==> src/rtl/instruction_fetch.sv <==
// -----------------------------------------------------------------------------
// instruction_fetch
//
// Single-stage instruction fetch unit. A byte-address PC register drives the
// instruction-memory word index; the memory returns the instruction in the same
// cycle, and it is captured into a one-entry output stage. The output stage
// uses a valid/ready handshake toward the decoder. Branch/jump redirects
// replace the PC and flush the output stage.
//
// Handshake: out_valid/out_ready follow strict valid/ready rules. A transfer
// happens on a rising edge where both are high. While out_valid is high and
// out_ready is low, out_pc/out_ins/out_valid hold stable. out_valid never
// depends combinationally on out_ready.
//
// Configuration macro:
//   IFETCH_MISALIGN_TRAP_EN - when defined, a redirect to a byte address that
//                             is not word aligned enters a sticky FAULT state.
//                             When undefined, redirect_pc[1:0] is ignored and
//                             fault is tied low.
//
// Parameters:
//   ADDR_WIDTH - instruction-memory word-index width (default 5)
//   RESET_PC   - first fetch byte address (default 0)
//
// Ports:
//   clk            in   rising-edge clock
//   rst_n          in   synchronous active-low reset
//   imem_addr      out  word index to memory, pc[ADDR_WIDTH+1:2]
//   imem_ins       in   instruction word for imem_addr, same cycle
//   redirect_valid in   redirect request
//   redirect_pc    in   redirect target byte address
//   out_valid      out  output stage holds an instruction
//   out_ready      in   decoder accepts the output stage
//   out_pc         out  byte address of out_ins
//   out_ins        out  fetched instruction word
//   fault          out  sticky misaligned-redirect fault
//
// The FSM state is held in the signal 'state' (type ifetch_state_t) so that
// checkers can bind to it hierarchically.
// -----------------------------------------------------------------------------
module instruction_fetch #(
    parameter int          ADDR_WIDTH = 5,
    parameter logic [31:0] RESET_PC   = 32'h0000_0000
) (
    input  logic                  clk,
    input  logic                  rst_n,
    output logic [ADDR_WIDTH-1:0] imem_addr,
    input  logic [31:0]           imem_ins,
    input  logic                  redirect_valid,
    input  logic [31:0]           redirect_pc,
    output logic                  out_valid,
    input  logic                  out_ready,
    output logic [31:0]           out_pc,
    output logic [31:0]           out_ins,
    output logic                  fault
);

    localparam logic [31:0] NOP = 32'h0000_0013;

    typedef enum logic [1:0] {
        BOOT  = 2'd0,
        RUN   = 2'd1,
        FAULT = 2'd2
    } ifetch_state_t;

    ifetch_state_t state, state_nxt;
    logic [31:0]   pc, pc_nxt;
    logic          valid_nxt;
    logic [31:0]   out_pc_nxt;
    logic [31:0]   out_ins_nxt;
    logic          fault_nxt;
    logic          advance;

    // Truncation only: the memory sees the PC modulo 2^(ADDR_WIDTH+2).
    assign imem_addr = pc[ADDR_WIDTH+1:2];

    assign advance = !out_valid || out_ready;

    always_ff @(posedge clk) begin
        if (!rst_n) begin
            state     <= BOOT;
            pc        <= RESET_PC;
            out_valid <= 1'b0;
            out_pc    <= 32'h0000_0000;
            out_ins   <= NOP;
            fault     <= 1'b0;
        end else begin
            state     <= state_nxt;
            pc        <= pc_nxt;
            out_valid <= valid_nxt;
            out_pc    <= out_pc_nxt;
            out_ins   <= out_ins_nxt;
            fault     <= fault_nxt;
        end
    end

    always_comb begin
        state_nxt   = state;
        pc_nxt      = pc;
        valid_nxt   = out_valid;
        out_pc_nxt  = out_pc;
        out_ins_nxt = out_ins;
        fault_nxt   = fault;

        unique case (state)
            BOOT: begin
                // One idle cycle after reset; redirects are ignored here.
                state_nxt = RUN;
            end

            RUN: begin
                if (redirect_valid) begin
                    // Redirect wins over advance and stall. Any instruction in
                    // the output stage is dropped (or counts as consumed if it
                    // handshakes this same edge).
                    valid_nxt = 1'b0;
`ifdef IFETCH_MISALIGN_TRAP_EN
                    if (redirect_pc[1:0] != 2'b00) begin
                        state_nxt = FAULT;
                        fault_nxt = 1'b1;
                    end else begin
                        pc_nxt = {redirect_pc[31:2], 2'b00};
                    end
`else
                    pc_nxt = {redirect_pc[31:2], 2'b00};
`endif
                end else if (advance) begin
                    out_pc_nxt  = pc;
                    out_ins_nxt = imem_ins;
                    valid_nxt   = 1'b1;
                    pc_nxt      = pc + 32'd4;
                end
            end

            FAULT: begin
                // Sticky until reset; all inputs ignored, PC frozen.
                valid_nxt = 1'b0;
                fault_nxt = 1'b1;
            end

            default: begin
                state_nxt = BOOT;
            end
        endcase
`ifndef IFETCH_MISALIGN_TRAP_EN
        fault_nxt = 1'b0;
`endif
    end

endmodule

==> config.mk <==
export PLATFORM = sky130hd
export DESIGN_NAME = instruction_fetch
export DESIGN_NICKNAME = d
export VERILOG_FILES = /design/src/rtl/instruction_fetch.sv
export SDC_FILE = /design/constraint.sdc
export NUM_CORES = 1
export LEC_CHECK = 0
export ABC_AREA = 1
export CAP_MARGIN = 10
export CORE_UTILIZATION = 30
export DETAILED_ROUTE_END_ITERATION = 16
export DONT_BUFFER_PORTS = 1
export GPL_ROUTABILITY_DRIVEN = 0
export GPL_TIMING_DRIVEN = 0
export PLACE_DENSITY = 0.43
export SETUP_SLACK_MARGIN = 0.3
export SYNTH_ARGS = -nofsm -noshare
export SYNTH_HDL_FRONTEND = slang
export SYNTH_SLANG_ARGS = --single-unit
==> constraint.sdc <==
create_clock -name clk -period 2.99 [get_ports clk]
set_input_delay 0.897 -clock clk [delete_from_list [all_inputs] [get_ports clk]]
set_output_delay 0.897 -clock clk [all_outputs]
set_load 0.03 [all_outputs]
==> results of run 1 <==
[metrics by stage]
stage	cells	hold slack, ns	setup slack (ns)	cell area [um2]	util [%]
finish	858	0.5063	1.100	4992	34.48
CTS	858	0.4942	1.084	4992	34.48
global placement	842	0.4672	0.7923	4668	32.24
global route	858	0.5328	0.9699	4992	34.48
floorplan	658	0.4565	1.109	4438	-
detailed placement	842	0.4828	0.7531	4668	32.24
[per-layer routing]
metal  share of wire, %  vias up  GRT usage [%]
li1                   -     2129              -
met1                 43     1944          24.63
met2                 47      148          31.67
met3                8.6       10          7.242
met4               0.92        0          3.690
met5                  0        -              0
[synth_stat cells, drive strengths merged]
| cell type | count |
|---|---|
| a211oi | 1 |
| a21oi | 45 |
| a22oi | 1 |
| a311oi | 1 |
| a31oi | 1 |
| and2 | 1 |
| buf | 29 |
| clkbuf | 14 |
| conb | 1 |
| dfxtp | 94 |
| ha | 1 |
| inv | 34 |
| nand2 | 148 |
| nand3 | 37 |
| nand4 | 1 |
| nor2 | 158 |
| nor3 | 3 |
| o211ai | 4 |
| o21ai | 75 |
| o21bai | 1 |
| o31ai | 4 |
| or2 | 2 |
[final cells by class]
type / instances / area share, %
clock inverter: 5 / 1.629
sequential: 94 / 37.69
clock buffer: 11 / 4.862
inverter: 34 / 2.556
multi-input combinational: 487 / 43.31
tap: 184 / 4.612
buffer: 43 / 5.338
[power breakdown]
group,switching [mW],internal (mW)
combinational,0.201,0.106
clock,0.520,0.759
sequential,0.190,1.34
total,0.910,2.20
[how the worst max path moves through the flow]
stage          slack (ns)            to      startpoint  cells past startpoint
3_5_place_dp         0.75    out_ins[3]       out_ready                      8
2_1_floorplan        1.11         pc[4]  redirect_valid                      6
5_1_grt              0.97    out_pc[18]       out_valid                      7
3_3_place_gp         0.79        pc[11]  redirect_valid                      6
6_report             1.10  imem_addr[1]           pc[3]                      1
4_1_cts              1.08  imem_addr[1]           pc[3]                      1
[cell families after synthesis]
group	synth area share, %
other	0.08464
adders and majority gates	0.2824
AOI/OAI and AO/OA	15.84
DFF	42.47
buffers and inverters	8.896
and+or+nand+nor	32.42
[flip-flops by register name, summed over array words and instances, names as in the netlist]
signal and flops:
pc 30, state 1, out_ins 32, out_valid 1, out_pc 30
==> results.md, run 1 <==
* Port bufs at 0
* R2r setup slk at 1.17 ns
* Via Count at 4,231
* Hold Crit Depth at 2
* Cell Chain, Critical Path: buf_4
* Worst hold endpoint: pc[30]
* # IOs at 139
* Largest net degree at the start of global routing at 16
* Crit share post-route at 63.21%
* Unrepaired setup endpoints after global routing: false
* Hold wc startpoint: pc[30]
* Clock transition at the registers of the reported paths at 0.07 ns
* Die Wd at 123.5 um
* Root buffer cell: clkbuf_16
* P&R area growth vs syn at 12.68%
* Initial antenna violation count at 0
* Slowest stage delay, CP at 0.44 ns
* WP data arrival at 0.99 ns
* # hold bufs at CTS at 0
* Critical Path Fanout Max at 6
* Seq/Total Area, Yosys at 42.47%
* Cells taking the most area after synthesis: dfxtp_1 42%, nor2_1 13%, nand2_1 12%, o21ai_0 8.1%, a21oi_1 5.0%
* Distinct cell type count after synthesis at 34
* Final min period at 1.890 ns
* Yosys warnings at 0
* Slew headroom at 62.79%
* Area occupied by multi-input gates at 2162 um2
* Worst skew pair latency at 0.35 ns
* Crit Path Category: register to output port
* DIE AREA at 15,260 um2
* P_leak at 1.943 nW
* Synth area leader: dfxtp_1
* Worst IR Drop VDD at 492.6 uV
* Hpwl dp at 10,870 um
* CP top delay family: flip-flops
* Row cnt at 44
* Status: complete, no violations
* First-pass GRT wire length at 21,890 um
* Final ANT Viol Nets at 0
* Die height at 123.5 um
* Number of global-route vias before repair at 3,972
* WL final at 14,430 um
* GR Util All Layers at 19.48%
* Commonest non-fill, non-tap cell in the layout: nor2_1
* # fillers at 1,589
* Num CTS Buffers at 9
* Max Cap Violations at 0
* Syn avg cell area at 6.754 um2
* Post-CTS setup buffers at 0
* Clk buf depth at 2
* Routed wire per std cell at 16.81 um
* Remaining DRCs at 0
* Synth top area share at 42.47%
* F_max at 0.5291 GHz
* Reg2reg end: out_pc[19]
* Worst min path class: register to register
* Final setup violation count at 0
* # resized after CTS at 0
* Sequential cell area at 1882 um2
* Pwr dens at 623.4 nW/um2
* Final Hold Viols at 0
* Slew @ Worst Pin at 0.5582 ns
* Total gr overflow at 0
* Starting Density at 30.60%
* R2R depth at 7
* Ant. Diodes at 0
* Syn Std Cell Area at 4430 um2
* Highest-count cells in the layout ignoring fill and taps: 149 x nor2_1, 144 x nand2_1, 94 x dfxtp_1
* Share of cells above drive strength 1 at 9.199%
* Number of iterations in the first detailed-routing pass at 5
* Drt initial violations at 304
* Fin nets at 738
* Seq cells post-synth at 94
* Tot Pwr at 3.112 mW
* Worst setup SP type: register
* Setup TNS at 0 ns
* Vias per cell at 4.931
* CP endpoint kind: output port
* Critical path buffers and inverters at 1
* Worst path slowest cell: dfxtp_1
* Slew Limit Fails at 0
* CTS sink count at 94
* Critical Path RT at 2.09 ns
* Syn Inst Count at 656
* CTS H-tree depth at 3
* Core Footprint at 14,480 um2
* Worst-case clock skew at 0.006538 ns
* RR Startpoint: out_valid
* TritonCTS clock tree: built
No activity file was read; power rests on OpenSTA's default activity.
==> inputs of run 2 (changes only) <==
==> constraint.sdc (replaced) <==
create_clock -name clk -period 1.8 [get_ports clk]
set_input_delay 0.54 -clock clk [delete_from_list [all_inputs] [get_ports clk]]
set_output_delay 0.54 -clock clk [all_outputs]
set_load 0.03 [all_outputs]
==> results.md, run 2 (synthesized netlist as in run 1, its figures left out) <==
* Root buffer cell: clkbuf_16
* Worst setup path start: pc[2]
* Logic pwr share at 11.0%
* NetSw at 1.547 mW
* R2r setup slk at 0.30 ns
* Slew Limit Fails at 0
* Internal power at 3.669 mW
* Die height at 123.5 um
* Total gr overflow at 0
* F_max at 0.6241 GHz
* Setup TNS at 0 ns
* Slew @ Worst Pin at 0.5789 ns
* Fin Hold WS at 0.2734 ns
* GR Util All Layers at 19.81%
* Critical Path Fanout Max at 5
* Unrepaired setup endpoints after global routing: true
* Critical Path RT at 1.26 ns
* Commonest non-fill, non-tap cell in the layout: nand2_1
* Worst setup SP type: register
* Status: complete, no violations
* Starting Density at 30.60%
* Pwr dens at 953.7 nW/um2
* Slowest stage delay, CP at 0.37 ns
* Final ANT Viol Nets at 0
* First-pass GRT wire length at 22,200 um
* Biggest regs: out_ins (32), out_pc (30), pc (30)
* Hpwl dp at 10,950 um
* CTS sink count at 94
* Ant. Diodes at 0
* Sequential power share at 48.8%
* Slew headroom at 61.41%
* Worst skew pair latency at 0.35 ns
* # IOs at 139
* Max reg flops at 32
* Highest-count cells in the layout ignoring fill and taps: 129 x nand2_1, 126 x nor2_1, 73 x dfxtp_1
* Vias per cell at 4.944
* P&R area growth vs syn at 23.44%
* Worst-case clock skew at 0.008656 ns
* WP data arrival at 1.06 ns
* TritonCTS clock tree: built
* Final min period at 1.602 ns
* WL final at 14,740 um
* Num CTS Buffers at 9
* Via Count at 4,341
* Drt initial violations at 292
* Number of global-route vias before repair at 4,071
* Hold Crit Depth at 1
* Net Sw Frac at 29.66%
* Row cnt at 44
* P_leak at 2.148 nW
* Crit Path Category: register to output port
* Core Footprint at 14,480 um2
* Worst path slowest cell: dfxtp_4
* Routed wire per std cell at 16.79 um
* CP endpoint kind: output port
* Critical path buffers and inverters at 3
* Worst IR Drop VDD at 506.9 uV
* CTS H-tree depth at 3
* Clock transition at the registers of the reported paths at 0.07 ns
* Fin nets at 758
* Worst min path class: input pin to register
* Reg2reg end: pc[22]
* Worst setup path end: imem_addr[0]
* Cell Chain, Critical Path: buf_6, buf_6, buf_6
* Top reg by flops: out_ins
* Max Cap Violations at 0
* Crit share post-route at 89.01%
* CP top delay family: flip-flops
* Dpl cells at 842
* CP Depth at 3
* RR Startpoint: pc[3]
* Initial antenna violation count at 0
* Final setup violation count at 0
* Die Wd at 123.5 um
* Largest net degree at the start of global routing at 16
* Non-filler cells, final at 878
* Port bufs at 0
* Remaining DRCs at 0
* Clk buf depth at 2
* Final Hold Viols at 0
* Share of cells above drive strength 1 at 21.76%
* R2R depth at 10
* Clock network power share at 40.1%
* Number of iterations in the first detailed-routing pass at 5
* CP most frequent cell: buf_6
* DIE AREA at 15,260 um2
run 2: cell count changes in the layout (fill, tap and decap cells not counted), sizes merged:
cell | before | now
buf | 29 | 45
clkbuf | 25 | 29
clkinv | 1 | 2
clkinvlp | 1 | 0
run 2: worst min-delay path by stage:
| stage | slack, ns | endpoint | start |
|---|---|---|---|
| after floorplan | 0.46 | pc[31] | pc[31] |
| after global placement | 0.47 | pc[31] | pc[31] |
| after detailed placement | 0.47 | pc[31] | pc[31] |
| after CTS | 0.26 | state[0] | rst_n |
| after global routing | 0.28 | state[0] | rst_n |
| final | 0.27 | state[0] | rst_n |
run 2: final cells by class:
| class | count | area [um2] |
|---|---|---|
| fill | 1540 | 9010 |
| multi-input combinational | 487 | 2395 |
| sequential | 94 | 1923 |
| buffer | 43 | 301.5 |
| clock buffer | 11 | 232.7 |
| tap | 184 | 230.2 |
| timing repair buffer | 20 | 176.4 |
| inverter | 34 | 127.6 |
| clock inverter | 5 | 82.58 |
run 2: power groups by stage:
stage	clock [mW]	combinational (mW)	sequential [mW]
2_1_floorplan	0	0.397	2.54
3_3_place_gp	0	0.509	2.58
3_5_place_dp	0	0.518	2.58
4_1_cts	2.14	0.552	2.55
5_1_grt	2.22	0.650	2.57
6_report	2.09	0.576	2.55
run 2: timing repair:
| item | in CTS | in global routing |
|---|---|---|
| pin swaps | 10 | 26 |
| hold buffers | 0 | 0 |
| resized for setup | 54 | 62 |
| cloned | 0 | 0 |
| endpoints found under the setup margin | 97 | 86 |
| buffers inserted | 9 | 11 |
run 2: layer usage:
layer / track usage (%) / vias to the layer above / routed length (um)
met1: 24.74 / 2017 / 6416
li1: - / 2171 / -
met5: 0 / - / 0
met3: 6.688 / 8 / 1184
met2: 32.65 / 145 / 7037
met4: 4.744 / 0 / 99
run 2: stage by stage:
stage          power (mW)  util [%]  setup WS (ns)  cell area [um2]
3_5_place_dp        3.103     32.26        -0.1057             4671
6_report            5.216     37.77         0.1978             5469
2_1_floorplan       2.935         -         0.3256             4441
5_1_grt             5.434     37.77         0.1565             5469
3_3_place_gp        3.094     32.26       -0.04000             4671
4_1_cts             5.238     35.97         0.2760             5209
